### config.mk
export PLATFORM = sky130hd
export DESIGN_NAME = uart_cmd_parser
export DESIGN_NICKNAME = d
export VERILOG_FILES = /design/src/rtl/uart_cmd_parser.sv
export SDC_FILE = /design/constraint.sdc
export NUM_CORES = 1
export LEC_CHECK = 0
export ABC_CLOCK_PERIOD_IN_PS = 2430
export CORE_MARGIN = 2
export CORE_UTILIZATION = 48
export CTS_CLUSTER_SIZE = 40
export DETAILED_ROUTE_END_ITERATION = 7
export HOLD_SLACK_MARGIN = 0.15
export PLACE_DENSITY = 0.78
export SLEW_MARGIN = 20
export SYNTH_ARGS = -nofsm -noshare
export SYNTH_HDL_FRONTEND = slang
export SYNTH_SLANG_ARGS = --single-unit
### constraint.sdc
create_clock -name clk -period 2.43 [get_ports clk]
set_input_delay 0.243 -clock clk [delete_from_list [all_inputs] [get_ports clk]]
set_output_delay 0.243 -clock clk [all_outputs]
set_load 0.02 [all_outputs]
### src/rtl/uart_cmd_parser.sv
// Byte-stream command parser: RX FIFO bytes -> read/write register requests.
// Define UART_CMD_CHECKSUM_EN to require a trailing XOR checksum byte per frame.
module uart_cmd_parser #(
  parameter int W_REG          = 32,
  parameter int ADDR_W         = 3,
  parameter int TIMEOUT_CYCLES = 1024
) (
  input  logic              clk,
  input  logic              rst,
  input  logic              rx_valid,
  input  logic [7:0]        rx_byte,
  output logic              rx_ren,
  output logic              req_valid,
  input  logic              req_ready,
  output logic              req_write,
  output logic [ADDR_W-1:0] req_addr,
  output logic [W_REG-1:0]  req_wdata,
  output logic              err_pulse,
  output logic [1:0]        err_code
);

  localparam int TW = $clog2(TIMEOUT_CYCLES + 1);

  typedef enum logic [2:0] {
    IDLE,
    DATA,
`ifdef UART_CMD_CHECKSUM_EN
    CHK,
`endif
    ISSUE,
    ERR
  } state_t;

  state_t        state, next_state;
  logic          pop_q;
  logic [1:0]    byte_cnt;
  logic [TW-1:0] tcount;
  logic [1:0]    next_code;
  logic          accepting;
  logic          waiting;
  logic          timeout_hit;
  logic          is_read, is_write;
`ifdef UART_CMD_CHECKSUM_EN
  logic [7:0]    csum;
`endif

  assign is_read     = (rx_byte[7:5] == 3'b101);
  assign is_write    = (rx_byte[7:5] == 3'b100);
  assign timeout_hit = (tcount == TW'(TIMEOUT_CYCLES - 1));
  assign req_valid   = (state == ISSUE);
  assign err_pulse   = (state == ERR);

  // States that consume bytes; 'waiting' marks those where the timeout runs.
  always_comb begin
    accepting = 1'b0;
    waiting   = 1'b0;
    case (state)
      IDLE: accepting = 1'b1;
      DATA: begin accepting = 1'b1; waiting = 1'b1; end
`ifdef UART_CMD_CHECKSUM_EN
      CHK:  begin accepting = 1'b1; waiting = 1'b1; end
`endif
      default: ;
    endcase
  end

  // The forced gap after each pop gives the FIFO head a cycle to advance.
  assign rx_ren = !rst && rx_valid && !pop_q && accepting;

  always_comb begin
    next_state = state;
    next_code  = err_code;
    case (state)
      IDLE: if (rx_ren) begin
        if (is_read) begin
`ifdef UART_CMD_CHECKSUM_EN
          next_state = CHK;
`else
          next_state = ISSUE;
`endif
        end else if (is_write) begin
          next_state = DATA;
        end else begin
          next_state = ERR;
          next_code  = 2'd1;
        end
      end
      DATA: begin
        if (rx_ren) begin
          if (byte_cnt == 2'd3) begin
`ifdef UART_CMD_CHECKSUM_EN
            next_state = CHK;
`else
            next_state = ISSUE;
`endif
          end
        end else if (timeout_hit) begin
          next_state = ERR;
          next_code  = 2'd2;
        end
      end
`ifdef UART_CMD_CHECKSUM_EN
      CHK: begin
        if (rx_ren) begin
          if (rx_byte == csum) begin
            next_state = ISSUE;
          end else begin
            next_state = ERR;
            next_code  = 2'd3;
          end
        end else if (timeout_hit) begin
          next_state = ERR;
          next_code  = 2'd2;
        end
      end
`endif
      ISSUE: if (req_ready) next_state = IDLE;
      ERR:   next_state = IDLE;
      default: next_state = IDLE;
    endcase
  end

  always_ff @(posedge clk) begin
    if (rst) begin
      state     <= IDLE;
      pop_q     <= 1'b0;
      byte_cnt  <= 2'd0;
      tcount    <= '0;
      req_write <= 1'b0;
      req_addr  <= '0;
      req_wdata <= '0;
      err_code  <= 2'd0;
`ifdef UART_CMD_CHECKSUM_EN
      csum      <= 8'd0;
`endif
    end else begin
      state    <= next_state;
      pop_q    <= rx_ren;
      err_code <= next_code;
      if (rx_ren || !waiting) begin
        tcount <= '0;
      end else begin
        tcount <= tcount + TW'(1);
      end
      if (state == IDLE && rx_ren && (is_read || is_write)) begin
        req_write <= is_write;
        req_addr  <= rx_byte[ADDR_W-1:0];
        req_wdata <= '0;
        byte_cnt  <= 2'd0;
`ifdef UART_CMD_CHECKSUM_EN
        csum      <= rx_byte;
`endif
      end
      if (state == DATA && rx_ren) begin
        req_wdata[{byte_cnt, 3'b000} +: 8] <= rx_byte;
        byte_cnt <= byte_cnt + 2'd1;
`ifdef UART_CMD_CHECKSUM_EN
        csum     <= csum ^ rx_byte;
`endif
      end
    end
  end

endmodule

==> results of run 1 <==
[worst max-delay path, stage by stage, from the launching register on]
cell and delay [ns]:
sky130_fd_sc_hd__dfxtp_1 0.42, sky130_fd_sc_hd__inv_1 0.20, sky130_fd_sc_hd__ha_1 0.37, sky130_fd_sc_hd__a21o_1 0.22, sky130_fd_sc_hd__a21oi_1 0.57, sky130_fd_sc_hd__a22o_1 0.25
[cell families (layout without fill, tap and decap cells)]
| family | count (synthesis) | after routing |
|---|---|---|
| compound gates | 60 | 60 |
| simple gates | 59 | 59 |
| flops | 54 | 54 |
| buf+inv | 15 | 75 |
| fa+ha+maj | 7 | 7 |
| xor+xnor | 7 | 7 |
[state kept, by name, indices dropped and copies added (netlist names)]
register	flops
pop_q	1
req_addr	3
byte_cnt	2
tcount	11
err_code	2
state	2
req_write	1
req_wdata	32
[layer usage]
layer | vias up | share of wire, % | global-route usage, %
li1 | 860 | - | -
met1 | 809 | 48 | 25.99
met2 | 45 | 46 | 30.01
met3 | 5 | 5.5 | 4.558
met4 | 0 | 0.57 | 4.403
met5 | - | 0 | 0
[power by group]
group / internal [mW] / switching (mW)
Combinational: 0.0821 / 0.0989
Clock: 0.204 / 0.273
Sequential: 0.900 / 0.0239
Total: 1.19 / 0.396
[synth_stat cells (3+ instances only)]
library cell	instances	share of area, %
sky130_fd_sc_hd__o21ai_0	3	0.70
sky130_fd_sc_hd__a21o_1	4	1.4
sky130_fd_sc_hd__buf_2	3	0.70
sky130_fd_sc_hd__ha_1	7	4.1
sky130_fd_sc_hd__nand3_1	10	2.3
sky130_fd_sc_hd__nand2_1	9	1.6
sky130_fd_sc_hd__xnor2_1	6	2.4
sky130_fd_sc_hd__inv_1	9	1.6
sky130_fd_sc_hd__nor3_1	4	0.93
sky130_fd_sc_hd__nand4_1	4	1.2
sky130_fd_sc_hd__a22o_1	32	13
sky130_fd_sc_hd__dfxtp_1	54	50
sky130_fd_sc_hd__nor2_1	13	2.3
sky130_fd_sc_hd__a21oi_1	12	2.8
[through the flow]
step	setup WS, ns	instance area [um2]
4_1_cts	0.3431	2835
6_report	0.3440	2835
3_3_place_gp	0.3564	2749
3_5_place_dp	0.3494	2749
5_1_grt	0.1943	2835
2_1_floorplan	0.6971	2152
[final cells by class]
class	count	share of cell area (%)
Clock buffer	6	2.560
Sequential cell	54	38.13
Clock inverter	2	0.4854
Timing Repair Buffer	58	19.95
Multi-Input combinational cell	133	35.39
Inverter	9	1.192
Tap cell	52	2.295
[worst paths after layout]
check                            startpoint  slack, ns           end  cells past startpoint
worst max-delay path            byte_cnt[0]       0.34  req_wdata[6]                      5
worst min-delay path            req_addr[0]       0.47   req_addr[0]                      2
worst max register to register  byte_cnt[0]       0.34  req_wdata[6]                      5
worst min register to register  req_addr[0]       0.47   req_addr[0]                      2
==> run_results.csv, run 1 <==
group,metric,value,unit
timing,grt_setup_unrepaired,"no",
power_and_ir_drop,vdd.ir_drop.worst,0.4205,mV
timing,max_slew.worst_pin.slew,0.7022,ns
setup_path,timing.critical_path.from_type,"register",
power_and_ir_drop,power.density_cell_area,557.9,nW/um2
logic_synthesis,synth_seq_cells,54,
timing,period_needed,2.086,ns
final_layout,final_cell_mix,"sky130_fd_sc_hd__dfxtp_1, sky130_fd_sc_hd__clkdlybuf4s50_1, sky130_fd_sc_hd__a22o_1",
global_route,maximum_number_of_pins_on_one_net_before_global_route_repair,17,
setup_path,critical_path.endpoint_type,"register",
final_layout,fill_cells,358,
final_layout,layout_commonest_cell,"sky130_fd_sc_hd__dfxtp_1",
final_layout,final_layout_size_suffix_gt1_share,9.542,%
timing,report.final.setup_viol,0,
clocking,clockRootBuffer,"sky130_fd_sc_hd__clkbuf_8",
clocking,clockBufferDepth,2,
clocking,cts_num_sinks,54,
timing,max_slew_margin,53.19,%
logic_synthesis,synth_flop_cell,"sky130_fd_sc_hd__dfxtp_1",
die,dieArea,5035,um2
routing,vias,1719,
die,row_count,24,
timing,timing_max_transition_violations_final,0,
placement,place.gp.congestion,0.8544,
setup_path,critPathRequiredTime,2.67,ns
timing,final_min_period_over_clock_period,85.85,%
final_layout,n_antenna_cell,0,
logic_synthesis,synthesis.area,2152,um2
routing,avgRoutedWirePerCell,14.61,um
global_route,via_count_of_the_first_global_routing_pass,1580,
logic_synthesis,number_of_flops_mapped_to_enable_cells_by_yosys,0,
clocking,cts_htree_levels,2,
logic_synthesis,synth_net_count,221,
final_layout,multiInputGateArea,1003,um2
setup_path,critPathMaxFanout,8,
min_path,worst_hold_path_type,"reg2reg",
global_route,grt_antenna_before_repair,0,
final_layout,seqCellArea,1081,um2
placement,half_perimeter_wire_length_after_placement,3476,um
logic_synthesis,synth_compound_gate_area_share,21.40,%
routing,detail_route.first_pass.iterations,4,
setup_path,cp.arrival,2.33,ns
routing,detail_route.drc_violations,0,
global_route,grt.total_usage,18.81,%
final_layout,final-instance-count-excl-fill,314,
die,design.portCount,53,
final_layout,num-nets-final,280,
logic_synthesis,yosys.area_share.xor_xnor,2.849,%
routing,drtIter0Drc,112,
global_route,grt_pass1_wl,7534,um
setup_path,critical_path_class,"reg2reg",
logic_synthesis,synth_top_family_by_area,"compound AO/OA/AOI/OAI gates",
logic_synthesis,synthesis.instances,202,
logic_synthesis,yosysUniqueCellTypes,40,
die,floorplan.initialDensity,49.77,%
logic_synthesis,synth_warnings,0,
placement,place_inst,306,
logic_synthesis,synthAdderAreaFrac,4.070,%
placement,port_buffers,52,
timing,summed_negative_setup_slack_over_all_endpoints,0,ns
die,placeableCoreArea,4324,um2
global_route,grt_overflow_total,0,
clocking,number_of_buffers_inserted_to_repair_setup_after_cts,0,
clocking,cts.reportedPaths.clkPinSlew,0.09,ns
run,cap_violations,0,
die,chipHeight,70.96,um
final_layout,layout.core_utilization,65.57,%
timing,f_max,0.4794,GHz
final_layout,area_delta_synth_final,31.74,%
logic_synthesis,proportion_of_register_bits_with_asynchronous_set_or_reset_after_synthesis,0,%
timing,hold_viol,0,
routing,route.antenna.remaining_nets,0,
logic_synthesis,synth-simple-area-share,18.31,%
routing,totalWireLength,4589,um
power_and_ir_drop,report.power.total,1.582,mW
timing,final.setup_skew,0.005188,ns
clocking,cts_inserted_buffers,5,
logic_synthesis,synth.yosys.seq_area_share,50.23,%
routing,routed_via_density,5.475,
power_and_ir_drop,total_leakage_power,1.084,nW
logic_synthesis,synthesis.area_per_instance,10.65,um2
clocking,cts_tree,"built",
run_status,outcome,"finished, final reports clean",
clocking,worst_skew_pair.late_latency,0.30,ns
timing,holdWs,0.4681,ns
logic_synthesis,synth.area.mux_share,0,%
die,die_w,70.96,um
clocking,post_cts_hold_buffer_count,0,
clocking,cts_resized,0,
Power figures use the tool's default switching activity.
==> inputs of run 2 (changes only) <==
--- a/config.mk
+++ b/config.mk
@@ -7,11 +7,13 @@
 export LEC_CHECK = 0
 export ABC_CLOCK_PERIOD_IN_PS = 2430
 export CORE_MARGIN = 2
-export CORE_UTILIZATION = 48
+export CORE_UTILIZATION = 51
+export CTS_BUF_LIST = sky130_fd_sc_hd__clkbuf_2
 export CTS_CLUSTER_SIZE = 40
 export DETAILED_ROUTE_END_ITERATION = 7
 export HOLD_SLACK_MARGIN = 0.15
-export PLACE_DENSITY = 0.78
+export PLACE_DENSITY = 0.82
+export SETUP_SLACK_MARGIN = 0.05
 export SLEW_MARGIN = 20
 export SYNTH_ARGS = -nofsm -noshare
 export SYNTH_HDL_FRONTEND = slang
==> run 2 against run 1 <==
Design area decreased by 1.0%. Clock skew increased by 0.022 ns. Sequential power increased by 0.5%. Total power decreased by 1.1%. Non-clock buffer count decreased by 1. Setup slack got worse by 0.13 ns. Combinational power about the same. Routed wire length increased by 7.8%. Fmax decreased by 5.7%.
==> run_results.csv, run 2 (same netlist as run 1, synthesis figures left out) <==
group,metric,value,unit
final_layout,largest_reg_flops,32,
die,row_count,23,
final_layout,biggestRegsByFlops,"req_wdata: 32 flops, tcount: 11 flops, req_addr: 3 flops",
global_route,grt_pass1_wl,7679,um
timing,grt_setup_unrepaired,"no",
global_route,grt_overflow_total,0,
die,die_w,68.96,um
power_and_ir_drop,vdd.ir_drop.worst,0.2981,mV
final_layout,num-nets-final,279,
clocking,cts.reportedPaths.clkPinSlew,0.25,ns
power_and_ir_drop,switching_share,25.66,%
clocking,worst_skew_pair.late_latency,0.45,ns
final_layout,final_cell_mix,"sky130_fd_sc_hd__dfxtp_1, sky130_fd_sc_hd__clkdlybuf4s50_1, sky130_fd_sc_hd__a22o_1",
timing,hold_viol,0,
placement,placement_cell_area,2739,um2
clocking,post_cts_hold_buffer_count,0,
setup_path,worst_path_largest_cell_delay,0.63,ns
routing,drtIter0Drc,86,
clocking,cts_htree_levels,2,
power_and_ir_drop,p_clk_share,29.1,%
routing,detail_route.drc_violations,0,
final_layout,multiInputGateArea,1003,um2
timing,period_needed,2.212,ns
final_layout,area_delta_synth_final,30.41,%
die,design.portCount,53,
final_layout,fill_cells,323,
die,chipHeight,68.96,um
clocking,cts_inserted_buffers,5,
run,cap_violations,0,
final_layout,final_layout_size_suffix_gt1_share,9.579,%
placement,port_buffers,52,
run_status,outcome,"finished, final reports clean",
setup_path,ff2ff_setup_slack,0.28,ns
global_route,grt_antenna_before_repair,0,
global_route,via_count_of_the_first_global_routing_pass,1577,
final_layout,n_antenna_cell,0,
placement,place_inst,303,
setup_path,critical_path.endpoint_type,"output port",
clocking,cts_resized,0,
clocking,cts_tree,"built",
clocking,clockBufferDepth,2,
placement,place.gp.congestion,0.8885,
setup_path,cp.arrival,1.97,ns
power_and_ir_drop,report.power.total,1.565,mW
routing,totalWireLength,4949,um
power_and_ir_drop,total_leakage_power,1.074,nW
final_layout,final-instance-count-excl-fill,311,
final_layout,layout.core_utilization,69.66,%
die,dieArea,4755,um2
global_route,maximum_number_of_pins_on_one_net_before_global_route_repair,17,
final_layout,finish.instance_area,2806,um2
global_route,grt.total_usage,22.47,%
clocking,cts_num_sinks,54,
final_layout,seqCellArea,1081,um2
timing,timing_max_transition_violations_final,0,
timing,max_slew.worst_pin.slew,0.7638,ns
timing,summed_negative_setup_slack_over_all_endpoints,0,ns
setup_path,timing.critical_path.from_type,"register",
die,placeableCoreArea,4029,um2
routing,routed_via_density,5.624,
placement,half_perimeter_wire_length_after_placement,3641,um
routing,avgRoutedWirePerCell,15.91,um
setup_path,critPathRequiredTime,2.19,ns
final_layout,top_register,"req_wdata",
power_and_ir_drop,pwr-share-comb,11.5,%
min_path,worst_hold_path_type,"in2reg",
final_layout,layout_commonest_cell,"sky130_fd_sc_hd__dfxtp_1",
routing,vias,1749,
clocking,clockRootBuffer,"sky130_fd_sc_hd__clkbuf_2",
timing,max_slew_margin,49.08,%
setup_path,critPathBufInv,2,
routing,route.antenna.remaining_nets,0,
power_and_ir_drop,power_frac_seq,59.3,%
power_and_ir_drop,power_spent_charging_and_discharging_nets,0.4016,mW
timing,final.setup_skew,0.02705,ns
routing,detail_route.first_pass.iterations,4,
setup_path,path_delay_family,"buffers and inverters",
timing,f_max,0.4521,GHz
setup_path,crit_chain,"inv_1 > nor2_1 > clkdlybuf4s50_1",
power_and_ir_drop,power.density_cell_area,557.7,nW/um2
die,floorplan.initialDensity,53.42,%
setup_path,critPathMaxFanout,8,
clocking,number_of_buffers_inserted_to_repair_setup_after_cts,0,
timing,report.final.setup_viol,0,
setup_path,critical_path_class,"reg2out",
power_and_ir_drop,internal_power_of_the_cells,1.164,mW
setup_path,worst_path_max_delay_cell,"sky130_fd_sc_hd__clkdlybuf4s50_1",
timing,final_min_period_over_clock_period,91.02,%
[run 2: cell types whose count changed in the layout (fill, tap and decap cells not counted)]
cell / delta
sky130_fd_sc_hd__clkinv_2: -1
sky130_fd_sc_hd__buf_4: -1
sky130_fd_sc_hd__clkinv_4: -1
sky130_fd_sc_hd__bufinv_16: +1
sky130_fd_sc_hd__clkinvlp_4: +1
sky130_fd_sc_hd__clkbuf_8: -5
sky130_fd_sc_hd__clkbuf_2: +6
sky130_fd_sc_hd__clkbuf_1: -1
[run 2: final timing paths]
| check | end | cells past startpoint | from |
|---|---|---|---|
| setup / recovery | req_valid | 3 | state[1] |
| hold / removal | pop_q | 2 | rx_valid |
| setup reg to reg | req_wdata[6] | 5 | byte_cnt[0] |
| hold reg to reg | req_addr[0] | 2 | req_addr[0] |
[run 2: power groups by stage]
stage | registers [mW] | clock network [mW] | logic, mW
after floorplan | 0.947 | 0 | 0.100
final | 0.929 | 0.456 | 0.181
after global placement | 0.943 | 0 | 0.178
after CTS | 0.928 | 0.459 | 0.181
after detailed placement | 0.944 | 0 | 0.180
after global routing | 0.932 | 0.490 | 0.197
[run 2: stage by stage]
step,hold WS (ns),worst slack [ns]
after floorplan,0.3527,0.6971
after global placement,0.4448,0.3730
after detailed placement,0.4500,0.3356
after CTS,0.4273,0.2176
after global routing,0.4315,0.09646
final,0.4359,0.2181
[run 2: layer usage]
| layer | part of all wire, % | vias to the layer above | GRT usage [%] |
|---|---|---|---|
| met2 | 46 | 56 | 35.70 |
| li1 | - | 859 | - |
| met5 | 0 | - | 0 |
| met4 | 1.6 | 0 | 9.559 |
| met1 | 46 | 828 | 29.40 |
| met3 | 5.8 | 6 | 5.032 |
[run 2: layout make-up]
cell class	instances	share of cell area, %
Clock buffer	6	1.070
Clock inverter	2	1.337
Inverter	9	1.204
Multi-Input combinational cell	133	35.76
Sequential cell	54	38.52
Tap cell	50	2.229
Timing Repair Buffer	57	19.88
==> inputs of run 3 (changes only) <==
--- a/config.mk
+++ b/config.mk
@@ -5,14 +5,14 @@
 export SDC_FILE = /design/constraint.sdc
 export NUM_CORES = 1
 export LEC_CHECK = 0
-export ABC_CLOCK_PERIOD_IN_PS = 2430
+export ABC_CLOCK_PERIOD_IN_PS = 1900
 export CORE_MARGIN = 2
-export CORE_UTILIZATION = 51
+export CORE_UTILIZATION = 46
 export CTS_BUF_LIST = sky130_fd_sc_hd__clkbuf_2
 export CTS_CLUSTER_SIZE = 40
 export DETAILED_ROUTE_END_ITERATION = 7
 export HOLD_SLACK_MARGIN = 0.15
-export PLACE_DENSITY = 0.82
+export PLACE_DENSITY = 0.78
 export SETUP_SLACK_MARGIN = 0.05
 export SLEW_MARGIN = 20
 export SYNTH_ARGS = -nofsm -noshare
==> constraint.sdc (replaced) <==
create_clock -name clk -period 1.9 [get_ports clk]
set_input_delay 0.19 -clock clk [delete_from_list [all_inputs] [get_ports clk]]
set_output_delay 0.19 -clock clk [all_outputs]
set_load 0.02 [all_outputs]
==> run 3 against run 2 <==
Count of clock-buffer cells in the layout is 1 lower. First-iteration DRC count is 4.7% lower. Register-to-register slack worse by 0.03 ns. Combinational power is 44% higher. Design area is 4.7% higher. Clock power is 2% lower. Routed wire length is 1.8% lower. Die area is 10% higher.
==> run_results.csv, run 3 (same netlist as run 1, synthesis figures left out) <==
group,metric,value,unit
global_route,via_count_of_the_first_global_routing_pass,1638,
final_layout,fill_cells,368,
final_layout,biggestRegsByFlops,"req_wdata: 32 flops, tcount: 11 flops, req_addr: 3 flops",
routing,drtIter0Drc,82,
timing,hold_viol,0,
final_layout,largest_reg_flops,32,
power_and_ir_drop,vdd.ir_drop.worst,0.3218,mV
power_and_ir_drop,switching_share,27.47,%
timing,max_slew_margin,57.69,%
clocking,cts_num_sinks,54,
run_status,outcome,"finished, final reports clean",
setup_path,cp.arrival,1.54,ns
placement,half_perimeter_wire_length_after_placement,3623,um
power_and_ir_drop,total_leakage_power,1.173,nW
routing,vias,1814,
die,dieArea,5242,um2
placement,port_buffers,52,
timing,summed_negative_setup_slack_over_all_endpoints,0,ns
clocking,clockRootBuffer,"sky130_fd_sc_hd__clkbuf_2",
global_route,grt_antenna_before_repair,0,
placement,place_inst,324,
setup_path,timing.critical_path.from_type,"register",
power_and_ir_drop,power_frac_seq,62.7,%
routing,route.antenna.remaining_nets,0,
placement,placement_cell_area,2884,um2
final_layout,multiInputGateArea,1011,um2
final_layout,final_cell_mix,"sky130_fd_sc_hd__dfxtp_1, sky130_fd_sc_hd__clkdlybuf4s50_1, sky130_fd_sc_hd__a22o_1",
clocking,clockBufferDepth,2,
power_and_ir_drop,internal_power_of_the_cells,1.370,mW
timing,final_min_period_over_clock_period,91.29,%
setup_path,critPathMaxFanout,6,
clocking,post_cts_hold_buffer_count,0,
timing,report.final.setup_viol,0,
routing,detail_route.drc_violations,0,
power_and_ir_drop,p_clk_share,23.6,%
clocking,cts_tree,"built",
global_route,grt.total_usage,19.45,%
clocking,cts_htree_levels,2,
timing,timing_max_transition_violations_final,0,
clocking,cts.reportedPaths.clkPinSlew,0.26,ns
timing,period_needed,1.734,ns
die,die_w,72.40,um
clocking,number_of_buffers_inserted_to_repair_setup_after_cts,0,
die,chipHeight,72.40,um
final_layout,num-nets-final,298,
clocking,worst_skew_pair.late_latency,0.43,ns
final_layout,finish.instance_area,2939,um2
global_route,grt_pass1_wl,7941,um
routing,avgRoutedWirePerCell,14.64,um
final_layout,area_delta_synth_final,36.57,%
power_and_ir_drop,power.density_cell_area,642.5,nW/um2
placement,dp_worst_setup_slack,-0.1165,ns
die,floorplan.initialDensity,48.42,%
placement,place.gp.congestion,0.8112,
routing,totalWireLength,4861,um
timing,final.setup_skew,0.01742,ns
global_route,maximum_number_of_pins_on_one_net_before_global_route_repair,18,
routing,detail_route.first_pass.iterations,4,
timing,f_max,0.5766,GHz
power_and_ir_drop,power_spent_charging_and_discharging_nets,0.5188,mW
timing,grt_setup_unrepaired,"no",
final_layout,n_antenna_cell,0,
run,cap_violations,0,
final_layout,layout_commonest_cell,"sky130_fd_sc_hd__dfxtp_1",
min_path,worst_hold_path_type,"in2reg",
global_route,grt_overflow_total,0,
final_layout,final-instance-count-excl-fill,332,
die,design.portCount,53,
timing,layout_setup_ws,0.1655,ns
setup_path,critical_path_class,"reg2out",
setup_path,critPathRequiredTime,1.71,ns
final_layout,seqCellArea,1086,um2
final_layout,final_layout_size_suffix_gt1_share,17.14,%
final_layout,top_register,"req_wdata",
setup_path,critical_path.endpoint_type,"output port",
die,placeableCoreArea,4444,um2
die,row_count,24,
routing,routed_via_density,5.464,
timing,max_slew.worst_pin.slew,0.6347,ns
clocking,cts_inserted_buffers,5,
power_and_ir_drop,pwr-share-comb,13.8,%
## run 3: metrics by stage
stage	total power, mW	hold slack, ns	utilization, %
2_1_floorplan	1.339	0.2997	-
3_3_place_gp	1.457	0.4477	64.89
4_1_cts	1.905	0.3740	66.05
5_1_grt	1.977	0.3502	66.13
6_report	1.888	0.3944	66.13
3_5_place_dp	1.462	0.4535	64.89
## run 3: repair_timing
item	in CTS	in global routing
cloned	0	0
setup endpoints to repair	11	8
gates resized for setup	7	1
## run 3: path summary, 6_finish.rpt
path | start | to | slack [ns] | cells past startpoint
setup / recovery | state[1] | rx_ren | 0.17 | 2
hold / removal | rx_valid | pop_q | 0.39 | 2
setup reg to reg | byte_cnt[0] | req_wdata[29] | 0.25 | 4
hold reg to reg | req_addr[1] | req_addr[1] | 0.47 | 2
## run 3: layout make-up
| class | count | area share [%] |
|---|---|---|
| inverter | 9 | 1.149 |
| timing repair buffer | 76 | 23.71 |
| sequential | 54 | 36.95 |
| clock buffer | 5 | 0.8514 |
| multi-input combinational | 133 | 34.40 |
| clock inverter | 3 | 0.7237 |
| tap | 52 | 2.214 |
## run 3: metal layers
| layer | GRT usage (%) | share of wire (%) | routed length (um) | vias up |
|---|---|---|---|---|
| met4 | 6.173 | 1.2 | 58 | 0 |
| met5 | 0 | 0 | 0 | - |
| li1 | - | - | - | 897 |
| met2 | 31.29 | 46 | 2241 | 61 |
| met3 | 3.611 | 5.5 | 266 | 7 |
| met1 | 26.57 | 47 | 2295 | 849 |
## run 3: worst max-delay path, cell delays in order, from the launching register on
cell and delay, ns:
sky130_fd_sc_hd__dfxtp_2 0.42, sky130_fd_sc_hd__nor4b_4 0.32, sky130_fd_sc_hd__dlygate4sd2_1 0.37
## run 3: power by group through the flow
| stage | sequential (mW) | combinational [mW] | clock, mW |
|---|---|---|---|
| 2_1_floorplan | 1.21 | 0.129 | 0 |
| 3_3_place_gp | 1.20 | 0.255 | 0 |
| 3_5_place_dp | 1.20 | 0.259 | 0 |
| 4_1_cts | 1.18 | 0.258 | 0.464 |
| 5_1_grt | 1.19 | 0.280 | 0.509 |
| 6_report | 1.18 | 0.260 | 0.445 |
